--- config.mk ---
export PLATFORM = sky130hd
export DESIGN_NAME = oven_thermal_ctrl_flat
export DESIGN_NICKNAME = d
export VERILOG_FILES = /design/src/rtl/oven_thermal_ctrl_if.sv /design/src/rtl/oven_thermal_ctrl.sv /design/src/flat_wrapper.sv
export SDC_FILE = /design/constraint.sdc
export NUM_CORES = 1
export LEC_CHECK = 0
export ABC_CLOCK_PERIOD_IN_PS = 7750
export BUFFER_PORTS_ARGS = -buffer_cell sky130_fd_sc_hd__buf_2
export CORE_MARGIN = 2
export CORE_UTILIZATION = 45
export CTS_CLUSTER_DIAMETER = 60
export DETAILED_ROUTE_END_ITERATION = 10
export GPL_TIMING_DRIVEN = 0
export PLACE_DENSITY = 0.73
export SYNTH_ARGS = -nofsm -noshare
export SYNTH_HDL_FRONTEND = slang
export SYNTH_SLANG_ARGS = --single-unit
--- constraint.sdc ---
create_clock -name clk -period 7.75 [get_ports clk]
set_input_delay 0.3875 -clock clk [delete_from_list [all_inputs] [get_ports clk]]
set_output_delay 0.3875 -clock clk [all_outputs]
set_load 0.1 [all_outputs]
--- src/rtl/oven_thermal_ctrl_if.sv ---
// Front-end/display bundle for the oven bake controller.
// The keypad side drives the master modport; the controller uses slave.
interface oven_thermal_ctrl_if #(
  parameter int TEMP_W = 10,
  parameter int TIME_W = 10,
  parameter int DIGITS = 3
);
  logic                  start;
  logic                  abort;
  logic [TEMP_W-1:0]     set_temp;
  logic [TIME_W-1:0]     bake_time;
  logic                  door_open;
  logic [TEMP_W-1:0]     cur_temp;
  logic [4*DIGITS-1:0]   temp_bcd;
  logic [TIME_W-1:0]     time_left;
  logic [2:0]            phase;
  logic                  at_temp;
  logic                  done;

  modport master (
    output start, abort, set_temp, bake_time, door_open,
    input  cur_temp, temp_bcd, time_left, phase, at_temp, done
  );

  modport slave (
    input  start, abort, set_temp, bake_time, door_open,
    output cur_temp, temp_bcd, time_left, phase, at_temp, done
  );
endinterface

--- src/rtl/oven_thermal_ctrl.sv ---
// Oven bake phase machine (preheat / hold / cool) with a tick-driven thermal model.
// Define OVEN_DOOR_SENSE_EN to pause the bake while the door is open.
module oven_thermal_ctrl #(
  parameter int TEMP_W    = 10,
  parameter int TIME_W    = 10,
  parameter int AMBIENT   = 65,
  parameter int MAX_TEMP  = 550,
  parameter int HEAT_STEP = 2,
  parameter int COOL_STEP = 2,
  parameter int TICK_DIV  = 50000000,
  parameter int DIGITS    = 3
) (
  input  logic               clk,
  input  logic               rst_n,
  oven_thermal_ctrl_if.slave bus
);

  localparam int TW1 = TEMP_W + 1;
  localparam int PW  = (TICK_DIV > 2) ? $clog2(TICK_DIV) : 1;

  localparam logic [PW-1:0]     PRESC_MAX = PW'(TICK_DIV - 1);
  localparam logic [TEMP_W-1:0] AMB_T     = TEMP_W'(AMBIENT);
  localparam logic [TEMP_W-1:0] MAX_T     = TEMP_W'(MAX_TEMP);
  localparam logic [TW1-1:0]    AMB_X     = TW1'(AMBIENT);
  localparam logic [TW1-1:0]    HEAT_X    = TW1'(HEAT_STEP);
  localparam logic [TW1-1:0]    COOL_X    = TW1'(COOL_STEP);
  localparam logic [TW1-1:0]    TEN_X     = TW1'(10);

  typedef enum logic [2:0] {
    IDLE    = 3'd0,
    PREHEAT = 3'd1,
    HOLD    = 3'd2,
    COOL    = 3'd3,
    DONE    = 3'd4
  } phase_e;

  phase_e                phase_q, phase_d;
  logic [TEMP_W-1:0]     cur_temp_q, cur_temp_d;
  logic [TEMP_W-1:0]     target_q, target_d;
  logic [TIME_W-1:0]     time_left_q, time_left_d;
  logic [4*DIGITS-1:0]   temp_bcd_q, temp_bcd_d;
  logic                  done_q, done_d;
  logic [PW-1:0]         presc_q, presc_d;
  logic                  tick;
  logic                  door_open;
  logic [TW1-1:0]        heat_x, cool_x;
  logic [TEMP_W-1:0]     heated, cooled, clamped;

`ifdef OVEN_DOOR_SENSE_EN
  assign door_open = bus.door_open;
`else
  assign door_open = 1'b0;
`endif

  function automatic logic [4*DIGITS-1:0] to_bcd(input logic [TEMP_W-1:0] v);
    logic [4*DIGITS-1:0] res;
    logic [TW1-1:0]      rem;
    logic [TW1-1:0]      digit;
    res = '0;
    rem = {1'b0, v};
    for (int k = 0; k < DIGITS; k++) begin
      digit          = rem % TEN_X;
      res[4*k +: 4]  = digit[3:0];
      rem            = rem / TEN_X;
    end
    return res;
  endfunction

  always_comb begin
    tick    = (presc_q == PRESC_MAX);
    presc_d = tick ? '0 : presc_q + PW'(1);
  end

  // Temperature math is one bit wider so ramps near the top of range never wrap.
  always_comb begin
    heat_x  = {1'b0, cur_temp_q} + HEAT_X;
    heated  = (heat_x >= {1'b0, target_q}) ? target_q : heat_x[TEMP_W-1:0];
    cool_x  = ({1'b0, cur_temp_q} >= AMB_X + COOL_X) ? ({1'b0, cur_temp_q} - COOL_X) : AMB_X;
    cooled  = cool_x[TEMP_W-1:0];
    clamped = (bus.set_temp < AMB_T) ? AMB_T :
              (bus.set_temp > MAX_T) ? MAX_T : bus.set_temp;
  end

  always_comb begin
    phase_d     = phase_q;
    cur_temp_d  = cur_temp_q;
    target_d    = target_q;
    time_left_d = time_left_q;
    temp_bcd_d  = to_bcd(cur_temp_q);
    done_d      = 1'b0;

    unique case (phase_q)
      IDLE, DONE: begin
        if (bus.start && !bus.abort) begin
          target_d    = clamped;
          time_left_d = bus.bake_time;
          phase_d     = PREHEAT;
        end
      end
      PREHEAT: begin
        if (bus.abort) begin
          phase_d     = COOL;
          time_left_d = '0;
        end else if (tick && !door_open) begin
          if (cur_temp_q == target_q) phase_d = HOLD;
          else                        cur_temp_d = heated;
        end
      end
      HOLD: begin
        // A door-open sag leaves cur_temp below target; closing re-enters the ramp.
        if (bus.abort) begin
          phase_d     = COOL;
          time_left_d = '0;
        end else if (door_open) begin
          if (tick) cur_temp_d = cooled;
        end else if (cur_temp_q != target_q) begin
          phase_d = PREHEAT;
        end else if (tick) begin
          if (time_left_q == '0) phase_d = COOL;
          else                   time_left_d = time_left_q - TIME_W'(1);
        end
      end
      COOL: begin
        if (tick) begin
          if (cur_temp_q == AMB_T) phase_d = DONE;
          else                     cur_temp_d = cooled;
        end
      end
      default: phase_d = IDLE;
    endcase

    done_d = (phase_d == DONE) && (phase_q != DONE);
  end

  always_ff @(posedge clk or negedge rst_n) begin
    if (!rst_n) begin
      phase_q     <= IDLE;
      cur_temp_q  <= AMB_T;
      target_q    <= AMB_T;
      time_left_q <= '0;
      temp_bcd_q  <= to_bcd(AMB_T);
      done_q      <= 1'b0;
      presc_q     <= '0;
    end else begin
      phase_q     <= phase_d;
      cur_temp_q  <= cur_temp_d;
      target_q    <= target_d;
      time_left_q <= time_left_d;
      temp_bcd_q  <= temp_bcd_d;
      done_q      <= done_d;
      presc_q     <= presc_d;
    end
  end

  assign bus.cur_temp  = cur_temp_q;
  assign bus.temp_bcd  = temp_bcd_q;
  assign bus.time_left = time_left_q;
  assign bus.phase     = phase_q;
  assign bus.done      = done_q;
  assign bus.at_temp   = (phase_q == PREHEAT || phase_q == HOLD || phase_q == COOL) &&
                         (cur_temp_q == target_q);

endmodule

--- src/flat_wrapper.sv ---
// flat-port wrapper written by rule: the top's interface ports become plain ports
module oven_thermal_ctrl_flat 
#(
  parameter int TEMP_W    = 10,
  parameter int TIME_W    = 10,
  parameter int AMBIENT   = 65,
  parameter int MAX_TEMP  = 550,
  parameter int HEAT_STEP = 2,
  parameter int COOL_STEP = 2,
  parameter int TICK_DIV  = 50000000,
  parameter int DIGITS    = 3
)
  (clk, rst_n, bus_start, bus_abort, bus_set_temp, bus_bake_time, bus_door_open, bus_cur_temp, bus_temp_bcd, bus_time_left, bus_phase, bus_at_temp, bus_done);
  oven_thermal_ctrl_if #(.TEMP_W(TEMP_W), .TIME_W(TIME_W), .DIGITS(DIGITS)) bus_i ();
  input  logic clk;
  input  logic rst_n;
  input wire logic [$bits(bus_i.start)-1:0] bus_start;
  input wire logic [$bits(bus_i.abort)-1:0] bus_abort;
  input wire logic [$bits(bus_i.set_temp)-1:0] bus_set_temp;
  input wire logic [$bits(bus_i.bake_time)-1:0] bus_bake_time;
  input wire logic [$bits(bus_i.door_open)-1:0] bus_door_open;
  output wire logic [$bits(bus_i.cur_temp)-1:0] bus_cur_temp;
  output wire logic [$bits(bus_i.temp_bcd)-1:0] bus_temp_bcd;
  output wire logic [$bits(bus_i.time_left)-1:0] bus_time_left;
  output wire logic [$bits(bus_i.phase)-1:0] bus_phase;
  output wire logic [$bits(bus_i.at_temp)-1:0] bus_at_temp;
  output wire logic [$bits(bus_i.done)-1:0] bus_done;
  assign bus_i.start = bus_start;
  assign bus_i.abort = bus_abort;
  assign bus_i.set_temp = bus_set_temp;
  assign bus_i.bake_time = bus_bake_time;
  assign bus_i.door_open = bus_door_open;
  assign bus_cur_temp = bus_i.cur_temp;
  assign bus_temp_bcd = bus_i.temp_bcd;
  assign bus_time_left = bus_i.time_left;
  assign bus_phase = bus_i.phase;
  assign bus_at_temp = bus_i.at_temp;
  assign bus_done = bus_i.done;
  oven_thermal_ctrl #(.TEMP_W(TEMP_W), .TIME_W(TIME_W), .AMBIENT(AMBIENT), .MAX_TEMP(MAX_TEMP), .HEAT_STEP(HEAT_STEP), .COOL_STEP(COOL_STEP), .TICK_DIV(TICK_DIV), .DIGITS(DIGITS)) u_core (.clk(clk), .rst_n(rst_n), .bus(bus_i));
endmodule
=== Word-level counts from Yosys, hierarchy flattened ===
Cells that the tools add are included.
Widths: inputs -> output; s select.

* Flip-flop bits (word level): 72
* Input port bits: 25
* Word-level logic and storage cells: 83
* Output and inout port bits: 37

* Magnitude comparators: 4
* $add $sub $neg: 4
* Divide/modulo/power cells: 5
* Mux-type cells: 29
* Reductions and logical operators: 14
* Equality and inequality tests: 20

{| class="wikitable"
|+ Operator list
! kind !! number
|-
| $mux 10 || 15
|-
| $mux 3 || 10
|-
| $pmux 10 s3 || 1
|-
| $add 26x1->26 const B || 1
|-
| $eq 26x26->1 const B || 1
|-
| $mux 26 || 1
|-
| $mod 11x4->11 const B || 2
|-
| $pmux 10 s2 || 1
|-
| $pmux 3 s4 || 1
|-
| $reduce_and 6->1 || 2
|-
| $add 10x2->11 const B || 1
|-
| $div 10x4->11 const B || 1
|-
| $div 11x4->11 const B || 1
|-
| $ge 11x10->1 || 1
|-
| $mod 10x4->11 const B || 1
|-
| $eq 10x10->1 || 1
|-
| $eq 10x7->1 const B || 1
|-
| $ge 10x7->1 const B || 1
|-
| $gt 10x10->1 const B || 1
|-
| $logic_not 10->1 || 1
|-
| $lt 10x7->1 const B || 1
|-
| $ne 10x10->1 || 1
|-
| $sub 10x1->10 const B || 1
|-
| $sub 10x2->10 const B || 1
|-
| 15 further kinds || 27
|}

=== Depth between registers and ports, before layout ===
Gate-level depths: netlist of run 1.

* Depth in word-level cells: 8
* Gate-level depth with buffers: 40
* Mapped depth without buffers: 35

=== Worst setup path before layout of run 1 ===
No wires, ideal clock.

* Kind: register to register
* Start: register u_core.cur_temp_q[9] (netlist: u_core.bus.cur_temp[9])
* End: register u_core.temp_bcd_q[6] (netlist: u_core.bus.temp_bcd[6])
* Setup time: 0.075 ns
* Path slack: -0.568 ns
* Clock period less this slack: 8.318 ns
* Stages on the path, launching flop included: 38
* Data required time: 7.675 ns
* Buffers on the path: 4
* Arrival: 8.243 ns
* Cell sequence: dfrtp_1 -> buf_2 -> clkinv_1 -> xnor2_1 -> a211oi_1 -> nor4_2 -> a211o_1 -> or4_1 -> buf_4 -> xnor2_1 -> ha_1 -> o221a_2 -> nor3_1 -> o31a_4 -> buf_2 -> xnor2_1 -> inv_1 -> ha_1 -> (+2 left out) -> a311oi_4 -> a211oi_4 -> buf_4 -> xnor2_1 -> inv_1 -> ha_1 -> nand2_1 -> o21ai_0 -> a21o_1 -> a21bo_2 -> xnor2_1 -> ha_1 -> inv_1 -> o21ai_0 -> o21ai_0 -> nor4_1 -> o211a_4 -> mux2i_1

* Word-level cells in the longest chain between the ends: 2

{| class="wikitable"
|+ Ends and longest elaborated chain
! item !! line !! RTL
|-
| start: declaration || oven_thermal_ctrl.sv:38 || <nowiki>logic [TEMP_W-1:0] cur_temp_q, cur_temp_d;</nowiki>
|-
| start signal: assignment || oven_thermal_ctrl.sv:146 || <nowiki>cur_temp_q <= cur_temp_d;</nowiki>
|-
| $div 10x4->11 || oven_thermal_ctrl.sv:64 || <nowiki>rem = rem / TEN_X;</nowiki>
|-
| $mod 11x4->11 || oven_thermal_ctrl.sv:62 || <nowiki>digit = rem % TEN_X;</nowiki>
|-
| net u_core.temp_bcd_d[6] || oven_thermal_ctrl.sv:41 || <nowiki>logic [4*DIGITS-1:0] temp_bcd_q, temp_bcd_d;</nowiki>
|-
| end signal: assignment || oven_thermal_ctrl.sv:141 || <nowiki>temp_bcd_q <= to_bcd(AMB_T);</nowiki>
|-
| end signal: assignment || oven_thermal_ctrl.sv:149 || <nowiki>temp_bcd_q <= temp_bcd_d;</nowiki>
|-
| end: declaration || oven_thermal_ctrl.sv:41 ||
|}

The timed path passes the listed nets, and every way through them passes these cells.
A chain may end at the register's enable or synchronous reset.

=== Worst setup path after layout of run 1 ===
* Start: register u_core.cur_temp_q[7] (netlist: u_core.bus.cur_temp[7])
* End: register u_core.temp_bcd_q[6] (netlist: u_core.bus.temp_bcd[6])

Same word-level chain as after synthesis.

==> results of run 1 <==
[worst max-delay path: cells and delay by family, from the launching register on]
family / cells / cell delay [ns]
xor+xnor: 4 / 0.67
mux: 1 / 0.19
simple gates: 7 / 1.35
fa+ha+maj: 4 / 0.81
compound gates: 14 / 3.01
buf+inv: 7 / 0.78
flops: 1 / 0.49
[state kept, by name, summed over array words and instances (netlist names)]
name and flops:
u_core.bus.cur_temp 10, u_core.bus.done 1, u_core.bus.phase 3, u_core.bus.temp_bcd 12, u_core.bus.time_left 10, u_core.presc_q 26
u_core.target_q 10
[report_power, final]
group / total (mW) / internal (mW) / switching [mW]
logic: 0.0279 / 0.00832 / 0.0196
clock network: 0.453 / 0.284 / 0.169
registers: 0.377 / 0.377 / 0.000575
[layer usage]
layer / up-vias / part of all wire (%) / wire [µm]
li1: 2890 / - / -
met2: 191 / 48 / 8020
met5: - / 0 / 0
met1: 2887 / 45 / 7660
met4: 0 / 1.9 / 326
met3: 29 / 5.1 / 868
[cells in the mapped netlist (all sizes together) (15+ instances only)]
master / count / area share [%]
xor2: 28 / 4.0
inv: 41 / 2.5
ha: 25 / 5.1
clkbuf: 24 / 1.5
nor2: 72 / 4.4
a21oi: 38 / 3.5
xnor2: 22 / 3.1
nor3: 30 / 2.5
buf: 15 / 1.5
nand2: 57 / 3.7
o21ai: 63 / 5.4
dfrtp: 64 / 26
nand3: 24 / 2.0
[metrics by stage]
stage          worst slack [ns]  utilization (%)  instance area (µm²)  TNS [ns]
6_report                  0.361             55.1                 7330         0
5_1_grt                  -0.108             55.1                 7330    -0.307
4_1_cts                  0.0478             53.9                 7160         0
3_5_place_dp             -0.719             50.5                 6710     -4.30
3_3_place_gp             -0.654             50.5                 6710     -3.75
2_1_floorplan            0.0148                -                 6190         0
[cells by family after synthesis]
family          after synthesis  synth area share [%]
xor+xnor                     50                  7.13
flops                        72                  29.5
mux                          22                  3.93
compound gates              223                  26.3
fa+ha+maj                    28                  5.60
buf+inv                      83                  5.70
simple gates                262                  21.8
[worst min path at each step]
stage                                       start                            endpoint  cells past startpoint
6_report                                    rst_n    u_core.bus.temp_bcd[7]$_DFF_PN0_                      1
5_1_grt                                     rst_n        u_core.presc_q[14]$_DFF_PN0_                      1
4_1_cts                                     rst_n    u_core.bus.temp_bcd[3]$_DFF_PN0_                      1
3_3_place_gp   u_core.bus.cur_temp[0]$_DFFE_PN1P_    u_core.bus.temp_bcd[0]$_DFF_PN1_                      0
2_1_floorplan                               rst_n  u_core.bus.cur_temp[1]$_DFFE_PN0P_                      0
3_5_place_dp   u_core.bus.cur_temp[0]$_DFFE_PN1P_    u_core.bus.temp_bcd[0]$_DFF_PN1_                      0
[area by class of cell]
class / count / share of cell area [%]
tap: 176 / 3.00
clock buffer: 10 / 3.12
sequential: 72 / 24.9
timing repair buffer: 78 / 5.98
buffer: 38 / 2.66
inverter: 44 / 2.27
clock inverter: 6 / 1.26
multi-input combinational: 585 / 56.8
[repair_timing]
| item | in CTS | in global routing |
|---|---|---|
| pin swaps | 8 | 14 |
| endpoints found under the setup margin | 7 | 7 |
| resized for setup | 15 | 22 |
| gates cloned | 0 | 0 |
| buffers inserted | 8 | 10 |
==> flow_metrics.tcl, run 1 <==
set metrics [dict create \
    use_met3_pct 3.54 \
    drtIter0Drc 702 \
    min_period_ns 7.39 \
    peakVddDrop_v 0.000130 \
    crit_type "flip-flop to flip-flop" \
    rows 42 \
    reg2reg_depth 37 \
    seq_area_um2 1830 \
    htreeDepth 3 \
    drv_slew 0 \
    synth_area_um2 6140 \
    totalWireLength_um 16900 \
    timing.fmax_mhz 135 \
    tightestPinTransition_ns 1.20 \
    root_buffer "clkbuf_16" \
    end_kind "flip-flop" \
    grt.overflow.total 0 \
    grt_max_degree 73 \
    placed_cells 976 \
    clock-sinks 72 \
    fillers 1192 \
    die_area_um2 14600 \
    track_usage_pct 23.5 \
    cts_buffer_depth 2 \
    antenna_found_initial 0 \
    grt_pass1_vias 5525 \
    routed-via-count 5997 \
    skew_ns 0.0111 \
    cts_tree "done" \
    startpoint "u_core.bus.cur_temp[7]$_DFFE_PN0P_" \
    layout_commonest_cell "nor2_1" \
    grt_use_met1_pct 33.1 \
    rrSetupSlack_ns 0.36 \
    io_pins 62 \
    crit_fanout 10 \
    power.static_leakage_nw 3.16 \
    status "completed" \
    p_total_mw 0.858 \
    syn_nets 790 \
    met2_usage_pct 36.4 \
    rr_startpoint "u_core.bus.cur_temp[7]$_DFFE_PN0P_" \
    layout.nets 878 \
    syn_inst 740 \
    post-route-drc-count 0 \
    synth_edf_count 0 \
    reg2reg_to "u_core.bus.temp_bcd[6]$_DFF_PN1_" \
    holdWs_ns 0.180 \
    slowest_stage "or4_1" \
    endpoint "u_core.bus.temp_bcd[6]$_DFF_PN1_" \
    synthArstFlopShare_pct 100 \
    core-area_um2 13300 \
    cts_made_buffers 9 \
    layout_worst_path_cycle_share_pct 95.3 \
    ys_ff_latch 72 \
    seq_area_frac_synth_pct 29.5 \
    clock_latency_ns 0.35 \
    crit_top_cell "inv_1" \
    ys.flop_type "dfrtp_1" \
    start_kind "flip-flop" \
    viasPerCell 5.94 \
    maxSlewHeadroom_pct 18.8 \
    first_pass_iters 6 \
    multi_input_area_um2 4160 \
    path_clk_slew_ns 0.06 \
    place_congestion 0.922 \
    dp_hpwl_um 12100 \
    cp_slowest_stage_delay_ns 0.56 \
    min_path_type "input pin to asynchronous set/reset pin" \
    antenna_left 0 \
    cellPowerDensity_nw_per_um2 117 \
    final-hold-violation-count 0 \
    antenna_cells 0 \
    area_growth_pct 19.3 \
    final_cell_mix "nor2_1 (71), buf_2 (62), dfrtp_1 (60), o21ai_0 (55), nand2_1 (54)" \
    fp.dieW_um 121 \
    setup_viol 0 \
    grt_pass1_wl_um 27800 \
    drive_gt1_share_pct 22.3 \
    synth_cell_type_count 97 \
    wl_per_cell_um 16.7 \
    die_h_um 121 \
    avgSynthCellArea_um2 8.30 \
    critPathRequiredTime_ns 8.02 \
    drv_cap 0 \
    yosysWarnings 0 \
    cp.arrival_ns 7.66 \
    layout.cells.non_filler 1009 \
    start_util_pct 46.2 \
    ctsHoldBuffers 0 \
    busiest_layer "met2" \
    portBuffers 60 \
]
Power figures use the tool's default switching activity.
==> run 2: changes to the inputs <==
Settings changed: CELL_PAD_IN_SITES_DETAIL_PLACEMENT set to 1, CELL_PAD_IN_SITES_GLOBAL_PLACEMENT set to 2, CORE_UTILIZATION 45 to 33, MAX_ROUTING_LAYER set to met4, PLACE_DENSITY 0.73 to 0.85.
==> flow_metrics.tcl, run 2 (synthesis gave the netlist of run 1 again) <==
set metrics [dict create \
    status "completed" \
    area_growth_pct 22.3 \
    grt_pass1_wl_um 32300 \
    track_usage_pct 20.9 \
    largest_reg_flops 26 \
    drtIter0Drc 315 \
    rr_startpoint "u_core.bus.cur_temp[9]$_DFFE_PN0P_" \
    first_pass_iters 5 \
    antenna_left 0 \
    start_util_pct 34.0 \
    portBuffers 60 \
    cp_slowest_stage_delay_ns 0.54 \
    slowest_stage "or4_4" \
    endpoint "u_core.bus.temp_bcd[6]$_DFF_PN1_" \
    cts_made_buffers 9 \
    post-place-ws_ns -0.904 \
    p_total_mw 0.869 \
    peakVddDrop_v 0.000103 \
    antenna_found_initial 0 \
    drive_gt1_share_pct 22.6 \
    timing.fmax_mhz 134 \
    layout_commonest_cell "nor2_1" \
    drv_slew 0 \
    rrSetupSlack_ns 0.28 \
    grt_pass1_vias 6129 \
    root_buffer "clkbuf_16" \
    skew_ns 0.00940 \
    viasPerCell 5.62 \
    power_switching_mw 0.192 \
    clock_latency_ns 0.35 \
    die_area_um2 19700 \
    grt_max_degree 66 \
    tightestPinTransition_ns 1.19 \
    grt.overflow.total 0 \
    cellPowerDensity_nw_per_um2 116 \
    crit_fanout 10 \
    path_clk_slew_ns 0.06 \
    end_kind "flip-flop" \
    power.static_leakage_nw 3.20 \
    io_pins 62 \
    cts_buffer_depth 2 \
    startpoint "u_core.bus.cur_temp[9]$_DFFE_PN0P_" \
    layout.nets 883 \
    post-route-drc-count 0 \
    core-area_um2 18100 \
    setup_viol 0 \
    routed-via-count 5999 \
    wl_per_cell_um 18.8 \
    dp_hpwl_um 14600 \
    regMostFlops "u_core.presc_q" \
    fp.dieW_um 140 \
    drv_cap 0 \
    whs_path_depth 3 \
    maxSlewHeadroom_pct 19.8 \
    combPwrFrac_pct 3.5 \
    internal-power_mw 0.678 \
    totalWireLength_um 20100 \
    swShare_pct 22.0 \
    reg2reg_to "u_core.bus.temp_bcd[6]$_DFF_PN1_" \
    die_h_um 140 \
    min_period_ns 7.47 \
    clkPwrFrac_pct 53.1 \
    min_path_type "input pin to flip-flop" \
    holdWs_ns 0.289 \
    rows 49 \
    fin_ws_ns 0.282 \
    final_cell_mix "nor2_1 (71), buf_2 (61), dfrtp_1 (60), o21ai_0 (56), nand2_1 (55)" \
    layout_worst_path_cycle_share_pct 96.4 \
    cp.arrival_ns 7.74 \
    crit_type "flip-flop to flip-flop" \
    crit_top_cell "xnor2_4" \
    fillers 2168 \
    htreeDepth 3 \
    start_kind "flip-flop" \
    pwr-share-seq_pct 43.4 \
    antenna_cells 0 \
    reg2reg_depth 36 \
    place_congestion 0.850 \
    final-hold-violation-count 0 \
    clock-sinks 72 \
    cts_tree "done" \
    critPathRequiredTime_ns 8.02 \
]
## run 2: layout make-up
type                       count  area, µm²  area share (%)
timing repair buffer          83        498            6.63
tap                          229        287            3.81
sequential                    72       1830            24.3
buffer                        38        199            2.65
inverter                      44        166            2.22
multi-input combinational    585       4210            56.1
clock buffer                  11        243            3.23
clock inverter                 5       81.3            1.08
## run 2: routing by layer
metal | up-vias | GRT usage (%) | part of all wire, %
met5 | - | - | 0
met1 | 3002 | 26.1 | 45
li1 | 2877 | - | -
met3 | 22 | 3.15 | 3.0
met2 | 98 | 35.6 | 51
met4 | 0 | 5.00 | 1.3
## run 2: worst max-delay path, delay by kind of cell (launching register included)
kind / cells / cell delay [ns]
buffers and inverters: 6 / 0.73
AND/OR/NAND/NOR: 8 / 1.67
multiplexers: 1 / 0.18
flip-flops: 1 / 0.50
XOR/XNOR: 4 / 0.70
adder cells (fa/ha/maj): 4 / 0.75
AO/OA/AOI/OAI: 13 / 2.83
## run 2: stage by stage
step	TNS (ns)	instances	util, %	area, µm²
2_1_floorplan	0	740	-	6190
3_3_place_gp	-5.46	1029	37.5	6780
3_5_place_dp	-5.76	1030	37.6	6810
4_1_cts	0	1054	40.4	7300
5_1_grt	-0.173	1067	41.5	7510
6_report	0	1067	41.5	7510
## run 2: worst min path at each step
stage / start / slack [ns] / to
5_1_grt: bus_set_temp[4] / 0.29 / u_core.target_q[4]$_DFFE_PN0P_
4_1_cts: bus_set_temp[0] / 0.28 / u_core.target_q[0]$_DFFE_PN1P_
3_3_place_gp: u_core.bus.cur_temp[0]$_DFFE_PN1P_ / 0.43 / u_core.bus.temp_bcd[0]$_DFF_PN1_
6_report: bus_set_temp[0] / 0.29 / u_core.target_q[0]$_DFFE_PN1P_
2_1_floorplan: rst_n / 0.09 / u_core.bus.cur_temp[1]$_DFFE_PN0P_
3_5_place_dp: rst_n / 0.23 / u_core.bus.temp_bcd[4]$_DFF_PN0_
## run 2: what timing repair did
item | 4_1_cts | 5_1_grt
hold buffers | 1 | 0
endpoints found under the setup margin | 7 | 7
pin swaps | 8 | 14
buffers inserted | 8 | 13
hold endpoints to repair | 6 | 0
resized for setup | 23 | 22
## run 2: power by group through the flow
stage          Sequential [mW]  Clock [mW]  Combinational (mW)
2_1_floorplan            0.388           0             0.00697
3_3_place_gp             0.384           0              0.0292
3_5_place_dp             0.384           0              0.0312
4_1_cts                  0.377       0.473              0.0318
5_1_grt                  0.377       0.485              0.0347
6_report                 0.377       0.461              0.0308
==> run 3: changes to the inputs <==
Settings changed: ABC_CLOCK_PERIOD_IN_PS 7750 to 8100, CORE_UTILIZATION 33 to 37, PLACE_DENSITY 0.85 to 0.89.
Clock period 7.75 ns to 8.1 ns, I/O delays scaled along.
==> flow_metrics.tcl, run 3 (synthesis gave the netlist of run 1 again) <==
set metrics [dict create \
    drive_gt1_share_pct 22.0 \
    rr_startpoint "u_core.bus.cur_temp[9]$_DFFE_PN0P_" \
    end_kind "flip-flop" \
    peakVddDrop_v 0.000103 \
    clock_latency_ns 0.35 \
    place_congestion 0.918 \
    track_usage_pct 23.7 \
    die_area_um2 17700 \
    drv_cap 0 \
    cts_tree "done" \
    grt_max_degree 68 \
    layout_worst_path_cycle_share_pct 96.8 \
    fp.dieW_um 133 \
    totalWireLength_um 20300 \
    area_growth_pct 21.4 \
    antenna_found_initial 0 \
    largest_reg_flops 26 \
    antenna_cells 0 \
    root_buffer "clkbuf_16" \
    fin_ws_ns 0.262 \
    timing.fmax_mhz 128 \
    power.static_leakage_nw 3.19 \
    tightestPinTransition_ns 1.21 \
    grt_pass1_wl_um 32800 \
    drtIter0Drc 308 \
    status "completed" \
    post-route-drc-count 0 \
    layout.nets 880 \
    startpoint "u_core.bus.cur_temp[9]$_DFFE_PN0P_" \
    cp.arrival_ns 8.10 \
    layout_commonest_cell "nor2_1" \
    placed_cells 1021 \
    hp-start "bus_set_temp[3]" \
    core-area_um2 16400 \
    io_pins 62 \
    maxSlewHeadroom_pct 18.4 \
    min_period_ns 7.84 \
    cts_buffer_depth 2 \
    slowest_stage "or4_1" \
    critPathRequiredTime_ns 8.36 \
    grt_pass1_vias 6441 \
    viasPerCell 5.78 \
    regMostFlops "u_core.presc_q" \
    first_pass_iters 4 \
    holdWs_ns 0.325 \
    layout.cells.non_filler 1055 \
    start_util_pct 37.4 \
    min_path_type "input pin to flip-flop" \
    cellPowerDensity_nw_per_um2 113 \
    final-hold-violation-count 0 \
    cp_slowest_stage_delay_ns 0.55 \
    antenna_left 0 \
    post-place-ws_ns -0.980 \
    rrSetupSlack_ns 0.26 \
    routed-via-count 6102 \
    path_clk_slew_ns 0.06 \
    rows 47 \
    final_cell_mix "nor2_1 (71), buf_2 (61), dfrtp_1 (60), o21ai_0 (56), nand2_1 (53)" \
    crit_type "flip-flop to flip-flop" \
    htreeDepth 3 \
    drv_slew 0 \
    clock-sinks 72 \
    skew_ns 0.0164 \
    grt.overflow.total 0 \
    cts_made_buffers 9 \
    portBuffers 60 \
    start_kind "flip-flop" \
    wl_per_cell_um 19.2 \
    setup_viol 0 \
    dp_hpwl_um 14800 \
    die_h_um 133 \
    crit_fanout 10 \
]
==> run 3: report_power, final <==
part	switching [mW]	internal, mW	leakage, nW
Clock	0.165	0.287	0.159
Sequential	0.000510	0.360	0.934
Combinational	0.0202	0.00975	2.10
==> run 3: stage by stage <==
step / instance area, µm² / utilization, % / setup TNS, ns / power (mW)
6_report: 7460 / 45.5 / 0 / 0.844
5_1_grt: 7460 / 45.5 / -0.241 / 0.869
4_1_cts: 7270 / 44.3 / 0 / 0.855
3_5_place_dp: 6750 / 41.2 / -5.94 / 0.397
3_3_place_gp: 6720 / 41.0 / -3.88 / 0.395
2_1_floorplan: 6150 / - / 0 / 0.378
==> run 3: per-layer routing <==
| layer | global-route usage [%] | part of all wire, % | vias up |
|---|---|---|---|
| li1 | - | - | 2869 |
| met1 | 29.0 | 44 | 3069 |
| met2 | 38.8 | 50 | 128 |
| met3 | 4.18 | 3.6 | 36 |
| met4 | 9.38 | 2.2 | 0 |
| met5 | - | 0 | - |
==> run 3: repair_timing <==
| item | in CTS | in global routing |
|---|---|---|
| pin swaps | 5 | 9 |
| endpoints found under the hold margin | 4 | 0 |
| hold buffers | 1 | 0 |
| buffers inserted | 8 | 9 |
| gates resized for setup | 21 | 26 |
| endpoints found under the setup margin | 7 | 7 |
==> run 3: worst paths after layout <==
path                                                      endpoint  depth (start not counted)
max in group asynchronous       u_core.bus.cur_temp[6]$_DFFE_PN1P_                          3
min in group asynchronous         u_core.bus.temp_bcd[1]$_DFF_PN0_                          2
worst min-delay path                u_core.target_q[3]$_DFFE_PN0P_                          2
worst max-delay path              u_core.bus.temp_bcd[5]$_DFF_PN1_                         37
worst max register to register    u_core.bus.temp_bcd[5]$_DFF_PN1_                         37
worst min register to register    u_core.bus.temp_bcd[0]$_DFF_PN1_                          0
==> run 3: critical path: cells and delay by family (launching register included) <==
kind | cells | cell delay [ns]
simple gates | 7 | 1.64
buf+inv | 7 | 1.01
fa+ha+maj | 4 | 0.79
flops | 1 | 0.44
compound gates | 14 | 2.98
xor+xnor | 5 | 0.87
==> run 3: area by class of cell <==
class | instances | area [µm²]
Multi-Input combinational cell | 585 | 4180
Clock inverter | 4 | 76.3
Inverter | 44 | 166
Clock buffer | 12 | 256
Buffer | 39 | 205
Timing Repair Buffer | 79 | 480
Tap cell | 220 | 275
Fill cell | 1971 | 8950
Sequential cell | 72 | 1820
